## src/rtl/ucrv_mem_pkg.sv

```systemverilog
// Shared types and helpers for the instruction/data RAM port arbiter.
// Holds access-size and owner encodings plus the store lane and alignment helpers.
package ucrv_mem_pkg;

  typedef enum logic [1:0] {
    BYTE = 2'b00,
    HALF = 2'b01,
    WORD = 2'b10
  } mem_size_e;

  typedef enum logic {
    OWN_IF = 1'b0,
    OWN_D  = 1'b1
  } owner_e;

  typedef enum logic {
    PRIO_DATA  = 1'b0,
    PRIO_FETCH = 1'b1
  } prio_state_e;

  // Byte offset k of the access maps to enable bit 3-k.
  function automatic logic [3:0] lane_we(input logic [1:0] size, input logic [1:0] off);
    logic [2:0] nbytes;
    logic [3:0] we;
    case (size)
      2'b00:   nbytes = 3'd1;
      2'b01:   nbytes = 3'd2;
      2'b10:   nbytes = 3'd4;
      default: nbytes = 3'd0;
    endcase
    we = '0;
    for (int k = 0; k < 4; k++) begin
      if ((3'(k) >= {1'b0, off}) && (3'(k) < ({1'b0, off} + nbytes))) we[3-k] = 1'b1;
    end
    return we;
  endfunction

  function automatic logic is_misaligned(input logic [1:0] size, input logic [1:0] off);
    return (size == 2'b11) || ((size == 2'b10) && (off != 2'b00)) || ((size == 2'b01) && off[0]);
  endfunction

endpackage

```

## src/rtl/mem_load_align.sv

```systemverilog
// Extracts a byte/halfword from a RAM word at the given byte offset and
// sign- or zero-extends it; words pass through unchanged.
module mem_load_align
  import ucrv_mem_pkg::*;
(
  input  logic [31:0] rdata,
  input  logic [1:0]  offset,
  input  mem_size_e   size,
  input  logic        uns,
  output logic [31:0] data
);

  logic [31:0] shifted;

  assign shifted = rdata >> {offset, 3'b000};

  always_comb begin
    data = rdata;
    case (size)
      BYTE:    data = uns ? {24'b0, shifted[7:0]}  : {{24{shifted[7]}}, shifted[7:0]};
      HALF:    data = uns ? {16'b0, shifted[15:0]} : {{16{shifted[15]}}, shifted[15:0]};
      default: data = rdata;
    endcase
  end

endmodule

```

## src/rtl/ram_port_arbiter.sv

```systemverilog
// Arbitrates one block-RAM port between instruction fetch and load/store,
// with a starvation counter that periodically hands priority to fetch.
//
// state      | meaning
// PRIO_DATA  | data wins a contested cycle (reset state)
// PRIO_FETCH | fetch starved STARVE_LIMIT times; fetch wins until granted
module ram_port_arbiter
  import ucrv_mem_pkg::*;
#(
  parameter int ADDR_WIDTH   = 32,
  parameter int STARVE_LIMIT = 4
) (
  input  logic                  clk_i,
  input  logic                  rst_i,
  input  logic                  if_req_i,
  input  logic [ADDR_WIDTH-1:0] if_addr_i,
  output logic                  if_gnt_o,
  output logic                  if_rvalid_o,
  output logic [31:0]           if_rdata_o,
  input  logic                  d_req_i,
  input  logic                  d_we_i,
  input  logic [1:0]            d_size_i,
  input  logic                  d_unsigned_i,
  input  logic [ADDR_WIDTH-1:0] d_addr_i,
  input  logic [31:0]           d_wdata_i,
  output logic                  d_gnt_o,
  output logic                  d_rvalid_o,
  output logic [31:0]           d_rdata_o,
  output logic                  d_misaligned_o,
  output logic                  ram_en_o,
  output logic [3:0]            ram_we_o,
  output logic [ADDR_WIDTH-1:0] ram_addr_o,
  output logic [31:0]           ram_wdata_o,
  input  logic [31:0]           ram_rdata_i
);

  localparam int CW = $clog2(STARVE_LIMIT + 1);
  localparam logic [CW-1:0] LIM = CW'(STARVE_LIMIT);

  prio_state_e   state_q, state_d;
  logic [CW-1:0] starve_q, starve_d;
  logic          d_mis;

  logic          r_valid, r_uns, r_mis, r_we;
  owner_e        r_owner;
  logic [1:0]    r_size, r_off;
  logic [31:0]   load_data;

  assign d_mis = is_misaligned(d_size_i, d_addr_i[1:0]);

  always_comb begin
    if_gnt_o    = 1'b0;
    d_gnt_o     = 1'b0;
    state_d     = state_q;
    starve_d    = starve_q;
    ram_en_o    = 1'b0;
    ram_we_o    = 4'b0000;
    ram_addr_o  = '0;
    ram_wdata_o = '0;

    if (!rst_i) begin
      if (state_q == PRIO_DATA) begin
        if (d_req_i)       d_gnt_o  = 1'b1;
        else if (if_req_i) if_gnt_o = 1'b1;
      end else begin
        if (if_req_i)      if_gnt_o = 1'b1;
        else if (d_req_i)  d_gnt_o  = 1'b1;
      end
    end

    if (if_gnt_o)                                      starve_d = '0;
    else if (d_gnt_o && if_req_i && (starve_q != LIM)) starve_d = starve_q + 1'b1;

    // Switch on the count being reached this cycle so the fetch wins the very next cycle.
    case (state_q)
      PRIO_DATA:  if (starve_d == LIM) state_d = PRIO_FETCH;
      PRIO_FETCH: if (if_gnt_o)        state_d = PRIO_DATA;
      default:                         state_d = PRIO_DATA;
    endcase

    if (if_gnt_o) begin
      ram_en_o   = 1'b1;
      ram_addr_o = if_addr_i & ~ADDR_WIDTH'(3);
    end else if (d_gnt_o && !d_mis) begin
      ram_en_o   = 1'b1;
      ram_addr_o = d_addr_i;
      if (d_we_i) begin
        ram_we_o = lane_we(d_size_i, d_addr_i[1:0]);
        case (d_size_i)
          2'b00:   ram_wdata_o = {4{d_wdata_i[7:0]}};
          2'b01:   ram_wdata_o = {2{d_wdata_i[15:0]}};
          default: ram_wdata_o = d_wdata_i;
        endcase
      end
    end
  end

  always_ff @(posedge clk_i) begin
    if (rst_i) begin
      state_q  <= PRIO_DATA;
      starve_q <= '0;
      r_valid  <= 1'b0;
      r_owner  <= OWN_IF;
      r_size   <= 2'b00;
      r_off    <= 2'b00;
      r_uns    <= 1'b0;
      r_mis    <= 1'b0;
      r_we     <= 1'b0;
    end else begin
      state_q  <= state_d;
      starve_q <= starve_d;
      r_valid  <= if_gnt_o | d_gnt_o;
      r_owner  <= d_gnt_o ? OWN_D : OWN_IF;
      r_size   <= d_size_i;
      r_off    <= d_addr_i[1:0];
      r_uns    <= d_unsigned_i;
      r_mis    <= d_gnt_o & d_mis;
      r_we     <= d_gnt_o & d_we_i;
    end
  end

  mem_load_align u_load_align (
    .rdata  (ram_rdata_i),
    .offset (r_off),
    .size   (mem_size_e'(r_size)),
    .uns    (r_uns),
    .data   (load_data)
  );

  // Gating with rst_i drops a response that is still on the outputs when reset arrives.
  assign if_rvalid_o    = r_valid && (r_owner == OWN_IF) && !rst_i;
  assign d_rvalid_o     = r_valid && (r_owner == OWN_D) && !rst_i;
  assign d_misaligned_o = d_rvalid_o && r_mis;
  assign if_rdata_o     = if_rvalid_o ? ram_rdata_i : 32'b0;
  assign d_rdata_o      = (d_rvalid_o && !r_mis && !r_we) ? load_data : 32'b0;

endmodule

```

## config.mk

```make
export PLATFORM = sky130hd
export DESIGN_NAME = ram_port_arbiter
export DESIGN_NICKNAME = d
export VERILOG_FILES = /design/src/rtl/ucrv_mem_pkg.sv /design/src/rtl/mem_load_align.sv /design/src/rtl/ram_port_arbiter.sv
export SDC_FILE = /design/constraint.sdc
export NUM_CORES = 1
export LEC_CHECK = 0
export CELL_PAD_IN_SITES_DETAIL_PLACEMENT = 1
export CELL_PAD_IN_SITES_GLOBAL_PLACEMENT = 1
export CORE_MARGIN = 2
export CORE_UTILIZATION = 17
export CTS_CLUSTER_DIAMETER = 80
export CTS_CLUSTER_SIZE = 10
export DETAILED_ROUTE_END_ITERATION = 10
export GPL_ROUTABILITY_DRIVEN = 0
export PLACE_DENSITY_LB_ADDON = 0.1
export SETUP_SLACK_MARGIN = 0.05
export SLEW_MARGIN = 10
export SYNTH_ARGS = -nofsm -noshare
export SYNTH_HDL_FRONTEND = slang
export SYNTH_SLANG_ARGS = --single-unit
```

## constraint.sdc

```tcl
create_clock -name clk_i -period 3.86 [get_ports clk_i]
set_input_delay 0.772 -clock clk_i [delete_from_list [all_inputs] [get_ports clk_i]]
set_output_delay 0.772 -clock clk_i [all_outputs]
set_load 0.02 [all_outputs]
```

Word level (Yosys, flattened, before mapping)
Index checks and enable logic that the tools add are counted.
{"block": "totals", "regBits": 13, "in_bits": 136, "elab_cells": 92}
{"block": "op_classes", "addsub": 2, "order_cmp": 7, "eq_ne": 6, "shifts": 1, "n_mux": 38, "bitwise": 5, "reduce_logical": 24}
{"operator": "32-bit two-way mux", "count": 9}
{"operator": "32-bit one-hot mux with 2 select lines", "count": 2}
{"operator": "32-bit by 5-bit >> shifter with 16-bit output", "count": 1}
{"operator": "1-bit two-way mux", "count": 17}
{"operator": "1-bit logical AND", "count": 15}
{"operator": "3-bit two-way mux", "count": 5}
{"operator": "4-bit two-way mux", "count": 3}
{"operator": "3-bit one-hot mux with 3 select lines", "count": 1}
{"operator": "1-bit by 3-bit < comparator with 1-bit output, first input constant", "count": 2}
{"operator": "2-bit by 3-bit < comparator with 1-bit output, first input constant", "count": 2}
{"operator": "2-bit by 1-bit == test with 1-bit output, second input constant", "count": 2}
{"operator": "2-bit == test, second input constant", "count": 2}
{"operator": "1-bit by 2-bit >= comparator with 1-bit output, first input constant", "count": 2}
{"operator": "1-bit logical NOT", "count": 4}
{"operator": "2-bit logical NOT", "count": 2}
{"operator": "2-bit by 3-bit adder with 3-bit output", "count": 1}
{"operator": "3-bit by 1-bit adder with 3-bit output, second input constant", "count": 1}
{"operator": "3-bit == test, second input constant", "count": 1}
{"operator": "3-bit != test, second input constant", "count": 1}
{"operator": "1-bit bitwise AND", "count": 2}
{"operator": "2-bit >= comparator, first input constant", "count": 1}
{"operator": "1-bit logical OR", "count": 2}
{"operator": "1-bit inverter", "count": 2}
{"operator": "1-bit one-hot mux with 2 select lines", "count": 1}
{"operator": "2 further kinds", "count": 2}

Longest topological paths before layout
{"block": "logic_depth", "depth_word": 15, "depth_mapped": 8}

By module
Synthesis repeated with hierarchy kept, for this count alone.
{"block": "unflattened", "hier_cells": 382, "area_unflattened_um2": 2638.8}
{"mod": "ram_port_arbiter", "instances": 1, "cells_per_inst": 269, "area_each_um2": 1898.1, "seq_area_each_um2": 260.2}
{"mod": "mem_load_align", "instances": 1, "cells_per_inst": 113, "area_each_um2": 740.7, "seq_area_each_um2": 0.0}

Worst setup path after synthesis
OpenSTA, ideal clock, no wires.
{"block": "synth_path", "path_kind": "input-to-output", "start": "input d_size_i[1]", "end": "output ram_we_o[3]", "arrival_ps": 2750, "required_time_ps": 3088, "setup_slack_ps": 338, "path_stages": 8, "n_path_buf": 1, "cell_sequence": "or2_2 buf_2 clkinv_1 ha_1 fa_1 xnor2_1 nor2b_1 a2111oi_2"}
{"block": "synth_via", "elab_chain_len": 12}
{"element": "from (decl)", "line_no": "ram_port_arbiter.sv:22", "rtl": "input logic [1:0] d_size_i,"}
{"element": "2-bit == test (tied with other cells)", "line_no": "ucrv_mem_pkg.sv:25, ucrv_mem_pkg.sv:39"}
{"element": "3-bit one-hot mux with 3 select lines", "line_no": "ucrv_mem_pkg.sv:25", "rtl": "case (size)"}
{"element": "3-bit two-way mux", "line_no": "ram_port_arbiter.sv:87", "rtl": "if (d_we_i) begin"}
{"element": "3-bit two-way mux", "line_no": "ram_port_arbiter.sv:84", "rtl": "end else if (d_gnt_o && !d_mis) begin"}
{"element": "3-bit two-way mux", "line_no": "ram_port_arbiter.sv:81", "rtl": "if (if_gnt_o) begin"}
{"element": "2-bit by 3-bit adder with 3-bit output", "line_no": "ucrv_mem_pkg.sv:33", "rtl": "if ((3'(k) >= {1'b0, off}) && (3'(k) < ({1'b0, off} + nbytes))) we[3-k] = 1'b1;"}
{"element": "1-bit by 3-bit < comparator with 1-bit output", "line_no": "ucrv_mem_pkg.sv:33"}
{"element": "1-bit logical AND", "line_no": "ucrv_mem_pkg.sv:33"}
{"element": "1-bit two-way mux", "line_no": "ucrv_mem_pkg.sv:33"}
{"element": "4-bit two-way mux", "line_no": "ram_port_arbiter.sv:87"}
{"element": "4-bit two-way mux (*)", "line_no": "ram_port_arbiter.sv:84"}
{"element": "4-bit two-way mux (*)", "line_no": "ram_port_arbiter.sv:81"}
{"element": "to (decl)", "line_no": "ram_port_arbiter.sv:31", "rtl": "output logic [3:0] ram_we_o,"}
Mark *: on every way between the ends. The rest lies on a longest branch, timed or not. The select of a mux whose other input is x is not followed.

Final worst setup path
{"block": "layout_path", "start": "input d_size_i[1]", "end": "output ram_en_o"}
{"block": "layout_via", "elab_chain_len": 8}
{"element": "2-bit == test", "line_no": "ucrv_mem_pkg.sv:39", "rtl": "return (size == 2'b11) || ((size == 2'b10) && (off != 2'b00)) || ((size == 2'b01) && off[0]);"}
{"element": "1-bit logical AND", "line_no": "ucrv_mem_pkg.sv:39"}
{"element": "1-bit logical OR", "line_no": "ucrv_mem_pkg.sv:39"}
{"element": "1-bit logical OR (*)", "line_no": "ucrv_mem_pkg.sv:39"}
{"element": "1-bit logical NOT (*)", "line_no": "ram_port_arbiter.sv:84"}
{"element": "1-bit logical AND (*)", "line_no": "ram_port_arbiter.sv:84"}
{"element": "1-bit two-way mux (*)", "line_no": "ram_port_arbiter.sv:84"}
{"element": "1-bit two-way mux (*)", "line_no": "ram_port_arbiter.sv:81"}
{"element": "to (decl)", "line_no": "ram_port_arbiter.sv:30", "rtl": "output logic ram_en_o,"}
Mark *: on every way between the ends. The rest lies on a longest branch, timed or not.

==> metrics.md <==
| Metric | Value |
|---|---|
| Run status | `complete, no violations` |
| CP dominant cell by count | `buf_4` |
| H-tree levels | `1` |
| Post-CTS setup buffer count | `0` |
| Root buffer selected by CTS | `clkbuf_16` |
| Dominant cells by area after synthesis | `a22o_1 11%, and2_1 11%, dfxtp_1 11%, mux2i_1 10%, a21o_1 7.2%` |
| Avg WL per Cell | `18.0 um` |
| Leak Pwr | `2.70 nW` |
| Max VDD drop | `0.0797 mV` |
| Register area share after synthesis | `10.9%` |
| Sw frac | `34.4%` |
| First-pass GRT wire length | `21.6 mm` |
| Max-Cap Viols | `0` |
| Fin. max-slew vios | `0` |
| Number of synthesized flops with an enable pin | `0` |
| WL final | `14.4 mm` |
| Yosys cell types | `48` |
| Synth top cells by count | `42 x and2_1, 38 x nor2_1, 32 x a21oi_1, 30 x a22o_1, 29 x nand2_1` |
| Clock tree buffer depth | `2` |
| Min-delay src | `state_q$_SDFF_PP0_` |
| Part of the power in the clock network | `23.9%` |
| TritonCTS clock tree | `built` |
| Via count | `3669` |
| Crit path launch type | `input pin` |
| Worst Setup SP | `d_size_i[1]` |
| Buf/Inv on CP | `6` |
| Register area | `260 um2` |
| HPWL after DPL | `12.0 mm` |
| Comb pwr share | `57.6%` |
| CP peak stage delay | `470 ps` |
| Detailed Routing Iterations Pass 1 | `4` |
| Final setup vio count | `0` |
| Antenna Nets Post-Route | `0` |
| Post-synth top area share | `11.0%` |
| Horizontal die dimension | `122 um` |
| Clock sinks | `13` |
| CP max FO | `31` |
| Via density | `4.59` |
| Period minus WS final | `3700 ps` |
| RSZ-0062 raised after global routing | `true` |
| Mapped Area | `2390 um2` |
| Worst path cell trace | `clkdlybuf4s50_1, buf_4, buf_8, o21a_1, o21ai_0, buf_4, and2_0, buf_12, or2_2, dlygate4sd2_1` |
| Num CTS Buffers | `3` |
| Yosys reg bits | `13` |
| Gr ovfl total | `0` |
| Worst clock skew | `0.606 ps` |
| Number of global-route vias before repair | `3921` |
| Clock transition at path regs | `50 ps` |
| R2r startpoint | `state_q$_SDFF_PP0_` |
| Final Cycle Share | `95.8%` |
| Slowest-stage cell, CP | `clkdlybuf4s50_1` |
| Count leader, synth | `and2_1` |
| Largest net degree at the start of global routing | `34` |
| Max-slew headroom | `54.8%` |
| Synth area leader | `a22o_1` |
| Die Y | `122 um` |
| Antenna violations before repair | `1` |
| Crit path DAT | `2920 ps` |
| Synthesized Nets | `485` |
| Top_reg_cell synth | `dfxtp_1` |
| CP endpoint kind | `output pin` |
| Die area | `15000 um2` |
| YS warnings | `0` |
| Final Hold Viols | `0` |
| Mapped Cells | `345` |
| Layout cell share with drive strength beyond 1 | `8.25%` |
| Core area | `13800 um2` |
| Top delay family on crit path | `buffers and inverters` |
| Filler cell count | `1718` |
| Multi-input gate area | `1980 um2` |
| Top-Level Pins | `274` |
| Maximum clock frequency | `0.271 GHz` |
| NetSw | `0.280 mW` |
| Layout area overhead | `128%` |
| Critical Path RT | `3090 ps` |
| Pwr Total | `0.814 mW` |
| Slew @ Worst Pin | `677 ps` |
| # hold bufs at CTS | `0` |
| WS Path Type | `input pin to output pin` |
| DRC | `0` |
| Async SR Flop Fraction | `0%` |
| Iter 0 DRT Violations | `226` |
| Clk_lat worst skew | `240 ps` |
| NumNets Final | `759` |
| Fin util | `39.4%` |
| Int Power | `0.533 mW` |
| Syn_area_per_cell | `6.92 um2` |
| Initial Util | `17.3%` |
| Cell Pwr Density | `150 nW/um2` |
| Row count | `43` |
| Total track usage | `18.3%` |
| Worst Hold Class | `flop to flop` |
| IO buf count | `271` |
| Sequential fraction of design power | `18.5%` |
[flip-flops by register name (all words and copies together), names as in the netlist]
name      cells
r_valid       1
r_owner       1
r_size        2
r_uns         1
r_off         2
r_mis         1
r_we          1
state_q       1
starve_q      3
[final cells by class]
cell class | count | share of cell area (%)
inverters | 9 | 0.622
repair buffers | 297 | 52.5
clock inverters | 1 | 0.0921
well taps | 180 | 4.15
multi-input cells | 295 | 36.4
flip-flops and latches | 13 | 4.79
clock buffers | 3 | 1.38
diodes | 1 | 0.0461
[power groups by stage]
stage | Combinational (mW) | Sequential, mW | Clock (mW)
floorplan | 0.197 | 0.147 | 0
global placement | 0.480 | 0.152 | 0
detailed placement | 0.487 | 0.153 | 0
CTS | 0.472 | 0.150 | 0.200
global route | 0.506 | 0.151 | 0.209
finish | 0.469 | 0.150 | 0.194
[through the flow]
step / TNS (ps) / hold WS (ps) / instances / cell area [um2] / worst slack (ps)
finish: 0 / 551 / 799 / 5430 / 164
global route: 0 / 571 / 799 / 5430 / 30.0
CTS: 0 / 555 / 798 / 5420 / 52.8
detailed placement: -5950 / 533 / 794 / 5440 / -359
global placement: -5180 / 519 / 794 / 5440 / -284
floorplan: 0 / 484 / 345 / 2390 / 338
[logic make-up after synthesis]
| family | after synthesis | synth area share, % |
|---|---|---|
| and+or+nand+nor | 143 | 31.5 |
| AOI/OAI and AO/OA | 118 | 35.6 |
| muxes | 27 | 11.9 |
| xor gates and xnor gates | 3 | 1.10 |
| DFF | 13 | 10.9 |
| buffers and inverters | 37 | 6.66 |
| adders and majority gates | 4 | 2.41 |
[layout by cell type, fill, tap and decap left out, drive strengths merged, types with 5 or more instances in the layout]
| cell | instances |
|---|---|
| clkdlybuf4s50 | 184 |
| dlygate4sd2 | 79 |
| and2 | 43 |
| nor2 | 39 |
| a21oi | 32 |
| buf | 31 |
| a22o | 30 |
| nand2 | 29 |
| mux2i | 25 |
| a21o | 23 |
| o21ai | 15 |
| dfxtp | 13 |
| nor2b | 11 |
| inv | 7 |
| o221ai | 7 |
| nor3 | 5 |
| clkbuf | 5 |
[worst register-to-register path, delay by kind of cell, from the launching register on]
kind	cells	cell delay, ps
xor gates and xnor gates	1	190
AOI/OAI and AO/OA	1	300
and+or+nand+nor	2	590
DFF	1	350
[repair_timing]
action	in CTS	in global routing
cloned	0	0
setup endpoints to repair	82	10
pin swaps	1	1
gates resized for setup	88	11
[routing by layer]
layer | track usage (%) | vias to the layer above | wire, um
met5 | 0 | - | 0
met4 | 3.23 | 0 | 79
met3 | 4.69 | 4 | 1320
met2 | 35.3 | 168 | 7670
met1 | 20.1 | 1716 | 5310
li1 | - | 1781 | -
[worst paths after layout]
kind	slack, ps	depth (start not counted)	to
setup / recovery	160	10	ram_en_o
hold / removal	550	1	r_owner$_SDFF_PP0_
setup reg to reg	2330	4	state_q$_SDFF_PP0_
hold reg to reg	550	1	r_owner$_SDFF_PP0_
Note: power is estimated with default switching activity, not from simulation.
